`src/rtl/orca_pkg.sv`:
```
// Shared types and flit-field constants for the manycore
// traffic generator and its receive sink.
package orca_pkg;

  localparam int ADDR_W = 16;
  localparam int SEQ_W  = 8;
  localparam int IDX_W  = 8;
  localparam int PLD_W  = SEQ_W + IDX_W;

  typedef enum logic [1:0] {
    T_IDLE,
    T_HEADER,
    T_SIZE,
    T_PAYLOAD
  } tx_state_t;

  typedef enum logic [1:0] {
    R_HEADER,
    R_SIZE,
    R_PAYLOAD
  } rx_state_t;

  function automatic logic [PLD_W-1:0] payload_flit(
    input logic [SEQ_W-1:0] seq,
    input logic [IDX_W-1:0] idx
  );
    return {seq, idx};
  endfunction

endpackage

```
`src/rtl/manycore_traffic_rx.sv`:
```
// Receive sink: walks header/size/payload framing and
// counts completed packets.
module manycore_traffic_rx
  import orca_pkg::*;
#(
  parameter int FLIT_WIDTH = 16
) (
  input  logic                  clock,
  input  logic                  reset,
  input  logic                  rx,
  input  logic [FLIT_WIDTH-1:0] data_i,
  output logic [31:0]           recv_count
);

  localparam logic [FLIT_WIDTH-1:0] ONE =
    FLIT_WIDTH'(1);

  rx_state_t             state;
  logic [FLIT_WIDTH-1:0] remaining;

  always_ff @(posedge clock) begin
    if (!reset) begin
      state      <= R_HEADER;
      remaining  <= '0;
      recv_count <= '0;
    end else if (rx) begin
      unique case (state)
        R_HEADER: state <= R_SIZE;
        R_SIZE: begin
          if (data_i == '0) begin
            state      <= R_HEADER;
            recv_count <= recv_count + 32'd1;
          end else begin
            remaining <= data_i;
            state     <= R_PAYLOAD;
          end
        end
        R_PAYLOAD: begin
          if (remaining == ONE) begin
            state      <= R_HEADER;
            recv_count <= recv_count + 32'd1;
          end else begin
            remaining <= remaining - ONE;
          end
        end
        default: state <= R_HEADER;
      endcase
    end
  end

endmodule

```
`src/rtl/manycore_traffic_gen.sv`:
```
// Periodic NoC packet generator with credit flow control
// and an unconditional receive sink.
module manycore_traffic_gen
  import orca_pkg::*;
#(
  parameter int          FLIT_WIDTH    = 16,
  parameter logic [15:0] SRC_ADDRESS   = 16'h0000,
  parameter logic [15:0] DEST_ADDRESS  = 16'h0000,
  parameter int          PAYLOAD_FLITS = 8,
  parameter int          PERIOD        = 250_000
) (
  input  logic                  clock,
  input  logic                  reset,
  input  logic                  enable,
  output logic                  tx,
  output logic [FLIT_WIDTH-1:0] data_o,
  input  logic                  credit_i,
  input  logic                  rx,
  input  logic [FLIT_WIDTH-1:0] data_i,
  output logic                  credit_o,
  output logic [31:0]           sent_count,
  output logic [31:0]           recv_count,
  output logic [31:0]           missed_count,
  output logic                  busy
);

  if (FLIT_WIDTH < 16 || PAYLOAD_FLITS < 0 ||
      PAYLOAD_FLITS > 255 || PERIOD < 2 ||
      SRC_ADDRESS[15:12] != 4'h0 ||
      SRC_ADDRESS[7:4] != 4'h0) begin : g_bad_param
    $error("manycore_traffic_gen: illegal parameter");
  end

  localparam logic [IDX_W-1:0] SIZE =
    IDX_W'(PAYLOAD_FLITS);
  localparam logic [IDX_W-1:0] LAST =
    IDX_W'(PAYLOAD_FLITS - 1);
  localparam logic [31:0] WRAP = 32'(PERIOD - 1);

  tx_state_t        state;
  logic [31:0]      period_cnt;
  logic             pending;
  logic [SEQ_W-1:0] seq;
  logic [IDX_W-1:0] idx;
  logic             release_hit;
  logic             consume;
  logic             last_xfer;

  assign release_hit = enable && (period_cnt == WRAP);
  assign consume     = (state == T_IDLE) && pending;
  assign busy        = (state != T_IDLE);

  // Final flit is either the size flit of an empty
  // packet or the last payload flit.
  assign last_xfer = credit_i &&
    ((state == T_SIZE && PAYLOAD_FLITS == 0) ||
     (state == T_PAYLOAD && idx == LAST));

  always_ff @(posedge clock) begin
    if (!reset) begin
      period_cnt <= '0;
    end else if (period_cnt == WRAP) begin
      period_cnt <= '0;
    end else begin
      period_cnt <= period_cnt + 32'd1;
    end
  end

  // A release that finds one already queued is dropped
  // and counted; the queued one still stands.
  always_ff @(posedge clock) begin
    if (!reset) begin
      pending      <= 1'b0;
      missed_count <= '0;
    end else if (release_hit) begin
      pending <= 1'b1;
      if (pending) begin
        missed_count <= missed_count + 32'd1;
      end
    end else if (consume) begin
      pending <= 1'b0;
    end
  end

  always_ff @(posedge clock) begin
    if (!reset) begin
      credit_o <= 1'b0;
    end else begin
      credit_o <= 1'b1;
    end
  end

  always_ff @(posedge clock) begin
    if (!reset) begin
      state      <= T_IDLE;
      tx         <= 1'b0;
      data_o     <= '0;
      idx        <= '0;
      seq        <= '0;
      sent_count <= '0;
    end else if (last_xfer) begin
      state      <= T_IDLE;
      tx         <= 1'b0;
      data_o     <= '0;
      seq        <= seq + SEQ_W'(1);
      sent_count <= sent_count + 32'd1;
    end else begin
      unique case (state)
        T_IDLE: begin
          if (pending) begin
            state  <= T_HEADER;
            tx     <= 1'b1;
            data_o <= FLIT_WIDTH'(DEST_ADDRESS);
          end
        end
        T_HEADER: begin
          if (credit_i) begin
            state  <= T_SIZE;
            data_o <= FLIT_WIDTH'(SIZE);
          end
        end
        T_SIZE: begin
          if (credit_i) begin
            state  <= T_PAYLOAD;
            idx    <= '0;
            data_o <= FLIT_WIDTH'(
              payload_flit(seq, '0));
          end
        end
        T_PAYLOAD: begin
          if (credit_i) begin
            idx    <= idx + IDX_W'(1);
            data_o <= FLIT_WIDTH'(
              payload_flit(seq, idx + IDX_W'(1)));
          end
        end
        default: state <= T_IDLE;
      endcase
    end
  end

  manycore_traffic_rx #(
    .FLIT_WIDTH (FLIT_WIDTH)
  ) u_rx (
    .clock      (clock),
    .reset      (reset),
    .rx         (rx),
    .data_i     (data_i),
    .recv_count (recv_count)
  );

endmodule
```
`config.mk`:
```
export PLATFORM = sky130hd
export DESIGN_NAME = manycore_traffic_gen
export DESIGN_NICKNAME = d
export VERILOG_FILES = /design/src/rtl/orca_pkg.sv /design/src/rtl/manycore_traffic_rx.sv /design/src/rtl/manycore_traffic_gen.sv
export SDC_FILE = /design/constraint.sdc
export NUM_CORES = 1
export LEC_CHECK = 0
export CAP_MARGIN = 20
export CORE_MARGIN = 4
export CORE_UTILIZATION = 55
export DETAILED_ROUTE_END_ITERATION = 8
export PLACE_DENSITY_LB_ADDON = 0.1
export SYNTH_ARGS = -nofsm -noshare
export SYNTH_HDL_FRONTEND = slang
export SYNTH_SLANG_ARGS = --single-unit
```
`constraint.sdc`:
```
create_clock -name clock -period 4.1 [get_ports clock]
set_input_delay 0.41 -clock clock [delete_from_list [all_inputs] [get_ports clock]]
set_output_delay 0.41 -clock clock [all_outputs]
set_load 0.01 [all_outputs]
```
==> results_dict.tcl <==
set metrics [dict create \
    run_status "finished, final reports clean" \
    routed_wire_length_per_instance_um 15.81 \
    clk-insertion-delay-late_ps 430 \
    detailroute.via_count 8719 \
    yosys.cell_types.count 63 \
    grt_setup_unrepaired "false" \
    worst-path-max-fanout 13 \
    syn_avg_cell_area_um2 8.236 \
    clk_pin_slew_ps 70 \
    p_leak_nw 3.488 \
    global_route.overflow_total 0 \
    maximum_number_of_pins_on_one_net_before_global_route_repair 51 \
    via_count_of_the_first_global_routing_pass 7798 \
    worstRegToRegCells 6 \
    skew_ps 14.08 \
    drt_pre_antenna_iters 5 \
    synthesis.yosys.warnings 0 \
    hp-start "period_cnt[0]$_SDFF_PP0_" \
    r2r_end "sent_count[25]$_SDFFE_PN0P_" \
    clock_sink_count 183 \
    setup-violations-final 0 \
    final_nets 1246 \
    async_set_or_reset_register_ratio_after_synthesis_pct 0 \
    cts_htree_levels 4 \
    post-cts-setup-buffers 0 \
    post-route-min-period_ps 3112 \
    cp_common_cell "sky130_fd_sc_hd__or4_1" \
    initial_core_utilization_pct 56.37 \
    worst-slew-pin-transition_ps 970.5 \
    setup.worst_path.class "reg -> reg" \
    crit_chain "ha_1 > nand4_1 > or4_1 > or4b_1 > or4_1 > a21oi_1" \
    number_of_cts_inserted_buffers 17 \
    dr.first_iter.drc_count 591 \
    syn-cell-area_mm2 0.009019 \
    grt_pass1_wl_um 37290 \
    r2r_start "state[1]$_SDFFE_PP0P_" \
    layout_setup_ws_ps 988.3 \
    final.setup.tns_ps 0 \
    clock_path_buffers 2 \
    startpoint "state[1]$_SDFFE_PP0P_" \
    cts_root_buffer "sky130_fd_sc_hd__clkbuf_16" \
    cpMaxStageDelayCell "sky130_fd_sc_hd__or4b_1" \
    area_growth_syn_to_layout_pct 23.29 \
    timing.final.hold_violations 0 \
    max_transition_margin_pct 35.14 \
    detail-route-antenna-nets 0 \
    synth_enable_flop_cells 0 \
    power.density_cell_area_mw_per_mm2 327.8 \
    average_via_count_per_standard_cell 6.068 \
    gr-usage-all-layers_pct 24.07 \
    gpl.final_weighted_congestion 0.8938 \
    detail_route.wirelength_um 22730 \
    final-instance-count-excl-fill 1437 \
    syn-instance-count 1095 \
    critPathCaptureType "flop" \
    synthesis.nets 1133 \
    synthFlopType "sky130_fd_sc_hd__dfxtp_1" \
    dp_hpwl_um 15550 \
    critical_path_arrival_ps 3470 \
    final-max-slew-violation-count 0 \
    final_period_utilization_pct 75.89 \
    num-fill-cells 1392 \
    cp_data_required_time_ps 4460 \
    die_width_um 136.1 \
    placement.setup.worst_slack_ps 610.6 \
    chipHeight_um 136.1 \
    ir_drop_mv 0.3408 \
    placement.io_buffers 135 \
    ctsHoldBuffers 0 \
    synth.yosys.seq_area_share_pct 40.62 \
    tritoncts "yes" \
    drive_gt1_share_pct 4.505 \
    antenna_cells_inserted 0 \
    design.die.area_mm2 0.01851 \
    timing.critical_path.slowest_cell_delay_ps 700 \
    worstSetupStartpointType "flop" \
    coreArea_mm2 0.01600 \
    antenna_found_initial 0 \
    regToRegSetupSlack_ps 990 \
    num_io_pins 136 \
    synth-seq-cells 183 \
    placement_rows 46 \
    remaining_drc_errors 0 \
    maxCapViolations 0 \
    dp.cells 1404 \
    cts_repair_resize_count 0 \
    hold_path.class "reg -> reg" \
    critPathCapture "sent_count[25]$_SDFFE_PN0P_" \
    max_freq_ghz 0.3214 \
]
[cell usage after synthesis (all sizes together), types with 3 or more instances]
cell type  number  area share [%]
dfxtp         183              41
nor2          110             4.6
a21oi          97             5.4
nand2          92             3.8
clkbuf         52             2.2
nand3          49             2.7
o21ai          49             2.7
xnor2          44             4.3
nand4          37             2.6
or4            36             3.0
nor4           33             2.3
or3            32             2.2
o31ai          31             2.6
inv            29             1.2
and3           24             1.7
nor3           22             1.2
ha             17             2.4
xor2           17             1.7
a22oi          13             1.1
and4           12             1.2
mux2i          11             1.2
nand4b         10            0.97
nand2b          8            0.55
and2            6            0.42
nor3b           6            0.50
a211oi          5            0.42
a31oi           5            0.35
nand3b          5            0.42
nor2b           5            0.35
nor4b           5            0.49
mux2            3            0.37
o2111ai         3            0.29
o22ai           3            0.21
o311ai          3            0.29
o41ai           3            0.29
or4b            3            0.33
[state kept, by name, indices dropped and copies added (netlist names), 8 cells and up]
| register | count |
|---|---|
| idx | 8 |
| u_rx.remaining | 16 |
| data_o | 16 |
| sent_count | 32 |
| period_cnt | 32 |
| u_rx.recv_count | 32 |
| missed_count | 32 |
| seq | 8 |
[worst min path at each step]
stage	end	slack, ps	cells past startpoint
after detailed placement	period_cnt[0]$_SDFF_PP0_	450	1
final	period_cnt[0]$_SDFF_PP0_	470	1
after floorplan	period_cnt[0]$_SDFF_PP0_	430	1
after global routing	tx$_SDFFE_PP0P_	510	2
after CTS	period_cnt[0]$_SDFF_PP0_	470	1
after global placement	period_cnt[0]$_SDFF_PP0_	440	1
[critical path, delay by kind of cell, from the launching register on]
family / cells / cell delay (ps)
and+or+nand+nor: 4 / 1990
AOI/OAI and AO/OA: 1 / 140
DFF: 1 / 450
adders and majority gates: 1 / 450
[power breakdown]
part | leakage (nW) | internal, mW | switching, mW
Clock | 0.268 | 0.854 | 0.734
Sequential | 1.48 | 1.79 | 0.0184
Combinational | 1.74 | 0.0947 | 0.150
Total | 3.49 | 2.74 | 0.903
[final cells by class]
type / count / area [µm²] / area share, %
Sequential cell: 183 / 3664 / 32.95
Inverter: 30 / 113.9 / 1.024
Clock inverter: 14 / 143.9 / 1.294
Timing Repair Buffer: 148 / 1461 / 13.14
Clock buffer: 18 / 429.2 / 3.860
Multi-Input combinational cell: 828 / 5037 / 45.30
Tap cell: 216 / 270.3 / 2.431
[layer usage]
layer	GRT usage, %	vias up	part of all wire [%]
li1	-	4280	-
met1	32.79	4146	46
met2	38.94	276	48
met3	5.144	17	5.7
met4	6.215	0	0.76
met5	0	-	0
[per-stage QoR]
step | hold WS, ps | util, % | area, µm² | total power, mW
floorplan | 426.0 | - | 9019 | 2.009
global placement | 443.6 | 65.87 | 10540 | 2.090
detailed placement | 449.6 | 65.87 | 10540 | 2.091
CTS | 467.1 | 69.45 | 11110 | 3.671
global route | 506.3 | 69.49 | 11120 | 3.784
finish | 469.5 | 69.49 | 11120 | 3.645
[kinds of logic after synthesis]
family	count (synthesis)	share of synthesized area, %
and+or+nand+nor	500	29.88
muxes	14	1.595
buffers and inverters	84	3.593
adders and majority gates	17	2.358
xor gates and xnor gates	61	5.924
AOI/OAI and AO/OA	236	16.02
DFF	183	40.62
[cells in the final DEF, fill, tap and decap left out, drive strengths merged, types with 8 or more instances in the layout]
master,n
nor2,110
clkbuf,18
or4,36
and3,24
a22oi,13
nand2,92
xnor2,44
a21oi,97
buf,13
ha,17
inv,33
mux2i,11
clkdlybuf4s50,135
o31ai,31
nor3,22
nor4,33
nand4,37
dfxtp,183
and4,12
xor2,17
nand2b,8
nand4b,10
o21ai,49
nand3,49
or3,32
(Power assumes the default switching activity.)
